### src/rtl/cpu_pkg.sv
// Shared CPU definitions: word width, reset/bubble encodings, fetch FSM states.
// Also holds a saturating-increment helper used by the optional perf counters.
package cpu_pkg;
  localparam int                WORD_W     = 32;
  localparam logic [WORD_W-1:0] NOP_WORD   = 32'h0000_0000;
  localparam logic [WORD_W-1:0] RESET_PC   = 32'h0000_0000;
  localparam int                IMEM_DEPTH = 128;

  typedef enum logic [0:0] {
    RUN  = 1'b0,
    HALT = 1'b1
  } fetch_state_t;

  function automatic logic [WORD_W-1:0] sat_inc(input logic [WORD_W-1:0] v);
    return (v == {WORD_W{1'b1}}) ? v : v + 1'b1;
  endfunction
endpackage

### src/rtl/if_id_reg.sv
// Pipeline register (instruction, PC+4, valid) with hold and bubble controls.
// Priority: reset > hold > bubble > load. Intended as the template for ID/EX.
module if_id_reg
  import cpu_pkg::*;
#(
  parameter logic [WORD_W-1:0] BUBBLE_WORD = NOP_WORD
) (
  input  logic              clk,
  input  logic              reset,
  input  logic              hold,
  input  logic              bubble,
  input  logic [WORD_W-1:0] instr_in,
  input  logic [WORD_W-1:0] pc_plus4_in,
  output logic [WORD_W-1:0] instr_out,
  output logic [WORD_W-1:0] pc_plus4_out,
  output logic              valid_out
);
  logic [WORD_W-1:0] instr_q, instr_d;
  logic [WORD_W-1:0] pc_plus4_q, pc_plus4_d;
  logic              valid_q, valid_d;

  always_comb begin
    instr_d    = instr_q;
    pc_plus4_d = pc_plus4_q;
    valid_d    = valid_q;
    if (!hold) begin
      if (bubble) begin
        instr_d    = BUBBLE_WORD;
        pc_plus4_d = '0;
        valid_d    = 1'b0;
      end else begin
        instr_d    = instr_in;
        pc_plus4_d = pc_plus4_in;
        valid_d    = 1'b1;
      end
    end
  end

  always_ff @(posedge clk) begin
    if (reset) begin
      instr_q    <= BUBBLE_WORD;
      pc_plus4_q <= '0;
      valid_q    <= 1'b0;
    end else begin
      instr_q    <= instr_d;
      pc_plus4_q <= pc_plus4_d;
      valid_q    <= valid_d;
    end
  end

  assign instr_out    = instr_q;
  assign pc_plus4_out = pc_plus4_q;
  assign valid_out    = valid_q;
endmodule

### src/rtl/fetch_stage.sv
// MIPS IF stage: PC register, next-PC select, halt FSM, and IF/ID capture.
// Optional perf counters are enabled by defining FETCH_PERF_CNT_EN.
module fetch_stage #(
  parameter logic [31:0] RESET_PC   = cpu_pkg::RESET_PC,
  parameter int          IMEM_DEPTH = cpu_pkg::IMEM_DEPTH,
  parameter logic [31:0] NOP_WORD   = cpu_pkg::NOP_WORD
) (
  input  logic        clk,
  input  logic        reset,
  input  logic        stall,
  input  logic        flush,
  input  logic        branch_taken,
  input  logic [31:0] branch_target,
  input  logic        jump,
  input  logic [31:0] jump_target,
  output logic [31:0] imem_addr,
  input  logic [31:0] imem_rdata,
  output logic [31:0] if_id_instr,
  output logic [31:0] if_id_pc_plus4,
  output logic        if_id_valid,
`ifdef FETCH_PERF_CNT_EN
  output logic [31:0] perf_fetched,
  output logic [31:0] perf_stalled,
  output logic [31:0] perf_flushed,
`endif
  output logic        halted
);
  import cpu_pkg::WORD_W;
  import cpu_pkg::fetch_state_t;
  import cpu_pkg::RUN;
  import cpu_pkg::HALT;

  localparam logic [WORD_W-1:0] FETCH_LIMIT = WORD_W'(IMEM_DEPTH * 4);

  logic [WORD_W-1:0] pc_q, pc_d, pc_plus4, next_pc;
  fetch_state_t      state_q, state_d;
  logic              run, advance, bad_target;

  assign run      = (state_q == RUN);
  assign advance  = run && !stall;
  assign pc_plus4 = pc_q + 32'd4;

  always_comb begin
    if (jump)              next_pc = jump_target;
    else if (branch_taken) next_pc = branch_target;
    else                   next_pc = pc_plus4;
  end

  // Misaligned targets halt rather than being truncated to a word boundary.
  assign bad_target = (next_pc >= FETCH_LIMIT) || (next_pc[1:0] != 2'b00);

  always_comb begin
    pc_d    = pc_q;
    state_d = state_q;
    if (advance) begin
      pc_d = next_pc;
      if (bad_target) state_d = HALT;
    end
  end

  always_ff @(posedge clk) begin
    if (reset) begin
      pc_q    <= RESET_PC;
      state_q <= RUN;
    end else begin
      pc_q    <= pc_d;
      state_q <= state_d;
    end
  end

  // Stall only holds in RUN; once halted the register drains to bubbles.
  if_id_reg #(.BUBBLE_WORD(NOP_WORD)) u_if_id (
    .clk          (clk),
    .reset        (reset),
    .hold         (run && stall),
    .bubble       (!run || flush),
    .instr_in     (imem_rdata),
    .pc_plus4_in  (pc_plus4),
    .instr_out    (if_id_instr),
    .pc_plus4_out (if_id_pc_plus4),
    .valid_out    (if_id_valid)
  );

  assign imem_addr = pc_q;
  assign halted    = (state_q == HALT);

`ifdef FETCH_PERF_CNT_EN
  logic [31:0] fetched_q, fetched_d, stalled_q, stalled_d, flushed_q, flushed_d;

  always_comb begin
    fetched_d = fetched_q;
    stalled_d = stalled_q;
    flushed_d = flushed_q;
    if (run && stall)                  stalled_d = cpu_pkg::sat_inc(stalled_q);
    if (advance && flush)              flushed_d = cpu_pkg::sat_inc(flushed_q);
    if (advance && !flush)             fetched_d = cpu_pkg::sat_inc(fetched_q);
  end

  always_ff @(posedge clk) begin
    if (reset) begin
      fetched_q <= '0;
      stalled_q <= '0;
      flushed_q <= '0;
    end else begin
      fetched_q <= fetched_d;
      stalled_q <= stalled_d;
      flushed_q <= flushed_d;
    end
  end

  assign perf_fetched = fetched_q;
  assign perf_stalled = stalled_q;
  assign perf_flushed = flushed_q;
`endif
endmodule
### config.mk
export PLATFORM = sky130hd
export DESIGN_NAME = fetch_stage
export DESIGN_NICKNAME = d
export VERILOG_FILES = /design/src/rtl/cpu_pkg.sv /design/src/rtl/if_id_reg.sv /design/src/rtl/fetch_stage.sv
export SDC_FILE = /design/constraint.sdc
export NUM_CORES = 1
export LEC_CHECK = 0
export ABC_AREA = 1
export CORE_MARGIN = 2
export CORE_UTILIZATION = 41
export CTS_BUF_LIST = sky130_fd_sc_hd__clkbuf_4 sky130_fd_sc_hd__clkbuf_8
export CTS_CLUSTER_SIZE = 12
export DETAILED_ROUTE_END_ITERATION = 16
export PLACE_DENSITY = 0.78
export SKIP_CTS_REPAIR_TIMING = 1
export SLEW_MARGIN = 40
export SYNTH_ARGS = -nofsm -noshare
export SYNTH_HDL_FRONTEND = slang
export SYNTH_SLANG_ARGS = --single-unit
### constraint.sdc
create_clock -name clk -period 1.9 [get_ports clk]
set_input_delay 0.38 -clock clk [delete_from_list [all_inputs] [get_ports clk]]
set_output_delay 0.38 -clock clk [all_outputs]
set_load 0.01 [all_outputs]
* Word-level counts from Yosys, hierarchy flattened
Index checks and enable logic that the tools add are counted.
Word-level totals: flip-flop bits (word level) 98, output and inout bits 98, input port bits 102
Cells by class: reduce and logical (&&, ||, !) cells 7, $lt $le $gt $ge 1, bitwise operators 1, add/sub/neg operators 1, multiplexer cells 5
Operators by type and width (number):
- $mux W32 | 4
- $add A32 B3 Y32 const B | 1
- $ge A32 B10 Y1 const B | 1
- $logic_and A1 B1 Y1 | 2
- $logic_or A1 B1 Y1 | 2
- $reduce_and A2 Y1 | 1
- $reduce_bool A2 Y1 | 1
- $logic_not A1 Y1 | 1
- $mux W1 | 1
- $not A1 Y1 | 1

* Logic depth before layout (Yosys ltp)
Gate-level depths: netlist of run 1.
depth after elaboration 6, gate-level depth with buffers 16

* Modules after synthesis
A second synthesis of run 1 with hierarchy kept.
Second synthesis, totals: cell total of the unflattened synthesis 815, area total of the unflattened synthesis 5236.3 sq um
By module, submodules not included:
- fetch_stage | area each 3010.4 sq um, sequential area each 660.6 sq um, cells each 534, instances 1
- if_id_reg | area each 2225.9 sq um, sequential area each 1301.2 sq um, cells each 281, instances 1

* Worst setup path before layout of run 1
OpenSTA, ideal clock, no wires.
kind reg2reg, start register pc_q[2], in the netlist imem_addr[2], end register state_q, in the netlist halted, stages on the path, launching flop included 17, path buffers 0, arrival time 1.758 ns, setup slack 0.033 ns, setup time 0.109 ns, data required time 1.791 ns, path through dfxtp_1 ha_1 nand2_2 nor2_8 inv_2 nor2_4 nand3_1 nand2_1 nand3_1 nand2_1 nand2_1 nor2_1 nand3_1 nor2_1 nand3_1 nand2_1 inv_1
On the way: cells in the longest elaborated chain, start to end 6
RTL lines:
- start: declaration | RTL line fetch_stage.sv:35 | logic [WORD_W-1:0] pc_q, pc_d, pc_plus4, next_pc;
- start signal: assignment | RTL line fetch_stage.sv:66 | pc_q <= pc_d;
- $add A32 B3 Y32 | RTL line fetch_stage.sv:41 | assign pc_plus4 = pc_q + 32'd4;
- $mux W32 | RTL line fetch_stage.sv:45 | else if (branch_taken) next_pc = branch_target;
- $mux W32 | RTL line fetch_stage.sv:44 | if (jump) next_pc = jump_target;
- $ge A32 B10 Y1 | RTL line fetch_stage.sv:50 | assign bad_target = (next_pc >= FETCH_LIMIT) || (next_pc[1:0] != 2'b00);
- $logic_or A1 B1 Y1 | RTL line fetch_stage.sv:50
- $reduce_and A2 Y1 (no line)
- end signal: assignment | RTL line fetch_stage.sv:67 | state_q <= state_d;
- end: declaration | RTL line fetch_stage.sv:36 | fetch_state_t state_q, state_d;
No other way between the ends. A chain may end at the register's enable or synchronous reset.

* Final worst setup path of run 1
Ends and elaborated chain as after synthesis.

==> results of run 1 <==
[worst paths after layout]
check	slack (ps)	cells past startpoint	endpoint
max	-130	16	halted$_SDFFE_PP0P_
min	470	2	u_if_id.pc_plus4_out[12]$_SDFFE_PP0N_
max reg2reg	-130	16	halted$_SDFFE_PP0P_
min reg2reg	470	2	u_if_id.pc_plus4_out[12]$_SDFFE_PP0N_
[final cells by class]
cell class	instances	area (µm²)	share of cell area (%)
Clock buffer	10	138	1.65
Clock inverter	6	97.6	1.17
Inverter	64	240	2.87
Multi-Input combinational cell	625	2930	35.0
Sequential cell	98	1980	23.6
Tap cell	172	215	2.57
Timing Repair Buffer	295	2770	33.1
[critical path: stages (launching register included)]
cell and delay, ps:
dfxtp_4 390, ha_4 140, nand2_2 80, nor2_8 210, inv_2 90, nor2_4 170, nand3_1 90, nand2_1 90
nand3_1 70, nand2_1 60, nand2_1 60, nor2_2 120, nand3_1 70, nor2_1 120, nand3_1 70, nand2_1 60
inv_1 30
[cells by family (layout without fill, tap and decap cells)]
| kind of cell | count (synthesis) | count (layout) | synth area share, % |
|---|---|---|---|
| flops | 98 | 98 | 38.0 |
| fa+ha+maj | 1 | 1 | 0.242 |
| buf+inv | 105 | 375 | 7.70 |
| xor+xnor | 6 | 6 | 1.02 |
| simple gates | 475 | 475 | 37.9 |
| compound gates | 143 | 143 | 15.2 |
[power by group]
part | switching, µW | internal (µW) | total, µW | leakage (µW)
logic | 552 | 616 | 1170 | 0.00261
registers | 81.5 | 2150 | 2230 | 0.000803
clock network | 810 | 796 | 1610 | 0.000113
total | 1440 | 3560 | 5000 | 0.00352
[stage by stage]
stage	area [µm²]	utilization, %	cells
after floorplan	5170	-	828
after global placement	7950	63.8	1248
after detailed placement	7950	63.8	1248
after CTS	8190	65.7	1264
after global routing	8360	67.1	1270
final	8360	67.1	1270
[registers in the layout (all words and copies together) (netlist names)]
name                  flops
imem_addr                32
u_if_id.instr_out        32
u_if_id.pc_plus4_out     32
halted                    1
u_if_id.valid_out         1
[cell usage in the layout (no fill, tap or decap), drive strengths merged]
master         Yosys  routed
clkbuf            36      10
nand4              6       6
dfxtp             98      98
nand3b             6       6
xor2               4       4
bufinv             0       2
a2bb2oi            1       1
nand3             38      38
ha                 1       1
o21ai             33      33
a31oi              6       6
clkinvlp           0       2
a22oi              1       1
inv               63      66
buf                5      98
xnor2              2       2
o211ai            14      14
or2                3       3
a21boi             7       7
nor2             114     114
nand2            308     308
a21oi             81      81
clkdlybuf4s50      0     197
[routing by layer]
layer | global-route usage [%] | vias to the layer above | wire length [µm]
li1 | - | 3158 | -
met1 | 35.6 | 2846 | 8060
met2 | 43.2 | 214 | 8510
met3 | 5.03 | 34 | 1300
met4 | 10.7 | 0 | 447
met5 | 0 | - | 0
==> results.sh, run 1 <==
export IMPL_place_congestion=0.941
export IMPL_tightestPinTransition_ps=682
export IMPL_synthDistinctLibCells=29
export IMPL_ys_ff_latch=98
export IMPL_cts_buffer_depth=2
export IMPL_syn_avg_cell_area_um2=6.24
export IMPL_layout_min_cycle_time_ps=2030
export IMPL_hold_viol_final=0
export IMPL_status="complete, but fails checks"
export IMPL_clk_latency_ps=390
export IMPL_port_buffers=199
export IMPL_cellLeakagePower_uw=0.00352
export IMPL_routed_wl_um=18300
export IMPL_critPathMaxFanout=6
export IMPL_grt_max_degree=82
export IMPL_ant_nets=0
export IMPL_synthFlopType="dfxtp_1"
export IMPL_clkTransAtPathRegs_ps=100
export IMPL_worst_slack_ps=-126
export IMPL_setup_worst_path_class="flip-flop to flip-flop"
export IMPL_max_freq_ghz=0.494
export IMPL_syn_inst=828
export IMPL_die_area_um2=13500
export IMPL_hp_start="u_if_id.pc_plus4_out[12]$_SDFFE_PP0N_"
export IMPL_p_total_uw=5000
export IMPL_clock_sinks=98
export IMPL_whs_ps=469
export IMPL_htree_num_levels=3
export IMPL_yosys_top_cells_count="nand2_1 (302), nor2_1 (105), dfxtp_1 (98), a21oi_1 (81), inv_1 (59)"
export IMPL_drive_gt1_share_pct=15.6
export IMPL_grt_usage_pct=26.8
export IMPL_io_pin_count=200
export IMPL_antennaDiodeCount=0
export IMPL_antenna_found_initial=0
export IMPL_reg2reg_from="imem_addr[2]$_SDFFE_PP0P_"
export IMPL_critical_path_endpoint_type="flip-flop"
export IMPL_grt_pass1_vias=5770
export IMPL_vias=6252
export IMPL_fin_crit_sh_pct=107
export IMPL_fp_dieH_um=116
export IMPL_hold_class="flip-flop to flip-flop"
export IMPL_initial_core_util_pct=41.4
export IMPL_syn_nets=931
export IMPL_cts_tree="built"
export IMPL_drt_pass1_iterations=5
export IMPL_ir_worst_vdd_mv=0.419
export IMPL_crit_required_ps=2200
export IMPL_layout_filler_cells=1127
export IMPL_synth_area_leaders="dfxtp_1 (38%), nand2_1 (22%), a21oi_1 (7.8%)"
export IMPL_synth_top_area_share_pct=38.0
export IMPL_setup_viol=2
export IMPL_violations="setup timing"
export IMPL_synth_cell_area_um2=5170
export IMPL_synth_edf_count=0
export IMPL_coreArea_um2=12500
export IMPL_fin_skew_ps=10.6
export IMPL_vias_per_cell=4.92
export IMPL_first_iter_violations=571
export IMPL_slew_violations=0
export IMPL_cap_violations=0
export IMPL_hpwl_um=13600
export IMPL_grt_overflow=0
export IMPL_finalNetCount=1196
export IMPL_die_x_um=116
export IMPL_start_kind="flip-flop"
export IMPL_drc=0
export IMPL_ctsRootBufferMaster="clkbuf_8"
export IMPL_crit_arrival_ps=2330
export IMPL_dp_slack_ps=-516
export IMPL_yosys_cell_count_top_type="nand2_1"
export IMPL_cp_startpoint="imem_addr[2]$_SDFFE_PP0P_"
export IMPL_power_density_nw_per_um2=598
export IMPL_yosysTopAreaCell="dfxtp_1"
export IMPL_rows=41
export IMPL_yosysWarnings=0
export IMPL_ys_seq_area_share_pct=38.0
export IMPL_relSlewSlack_pct=54.5
export IMPL_grt_pass1_wl_um=28200
export IMPL_setup_tns_ps=-139
export IMPL_area_growth_pct=61.9
export IMPL_cts_buffers=9
export IMPL_rsz0062_at_grt="true"
export IMPL_ys_async_sr_fraction_pct=0
export IMPL_wl_per_cell_um=14.4
No activity file was read; power rests on OpenSTA's default activity.
==> inputs of run 2 (changes only) <==
--- a/config.mk
+++ b/config.mk
@@ -11,6 +11,7 @@
 export CTS_BUF_LIST = sky130_fd_sc_hd__clkbuf_4 sky130_fd_sc_hd__clkbuf_8
 export CTS_CLUSTER_SIZE = 12
 export DETAILED_ROUTE_END_ITERATION = 16
+export HOLD_SLACK_MARGIN = 0.1
 export PLACE_DENSITY = 0.78
 export SKIP_CTS_REPAIR_TIMING = 1
 export SLEW_MARGIN = 40
==> results of run 2 <==
Final layout, timing and power as in run 1 (identical DEF).
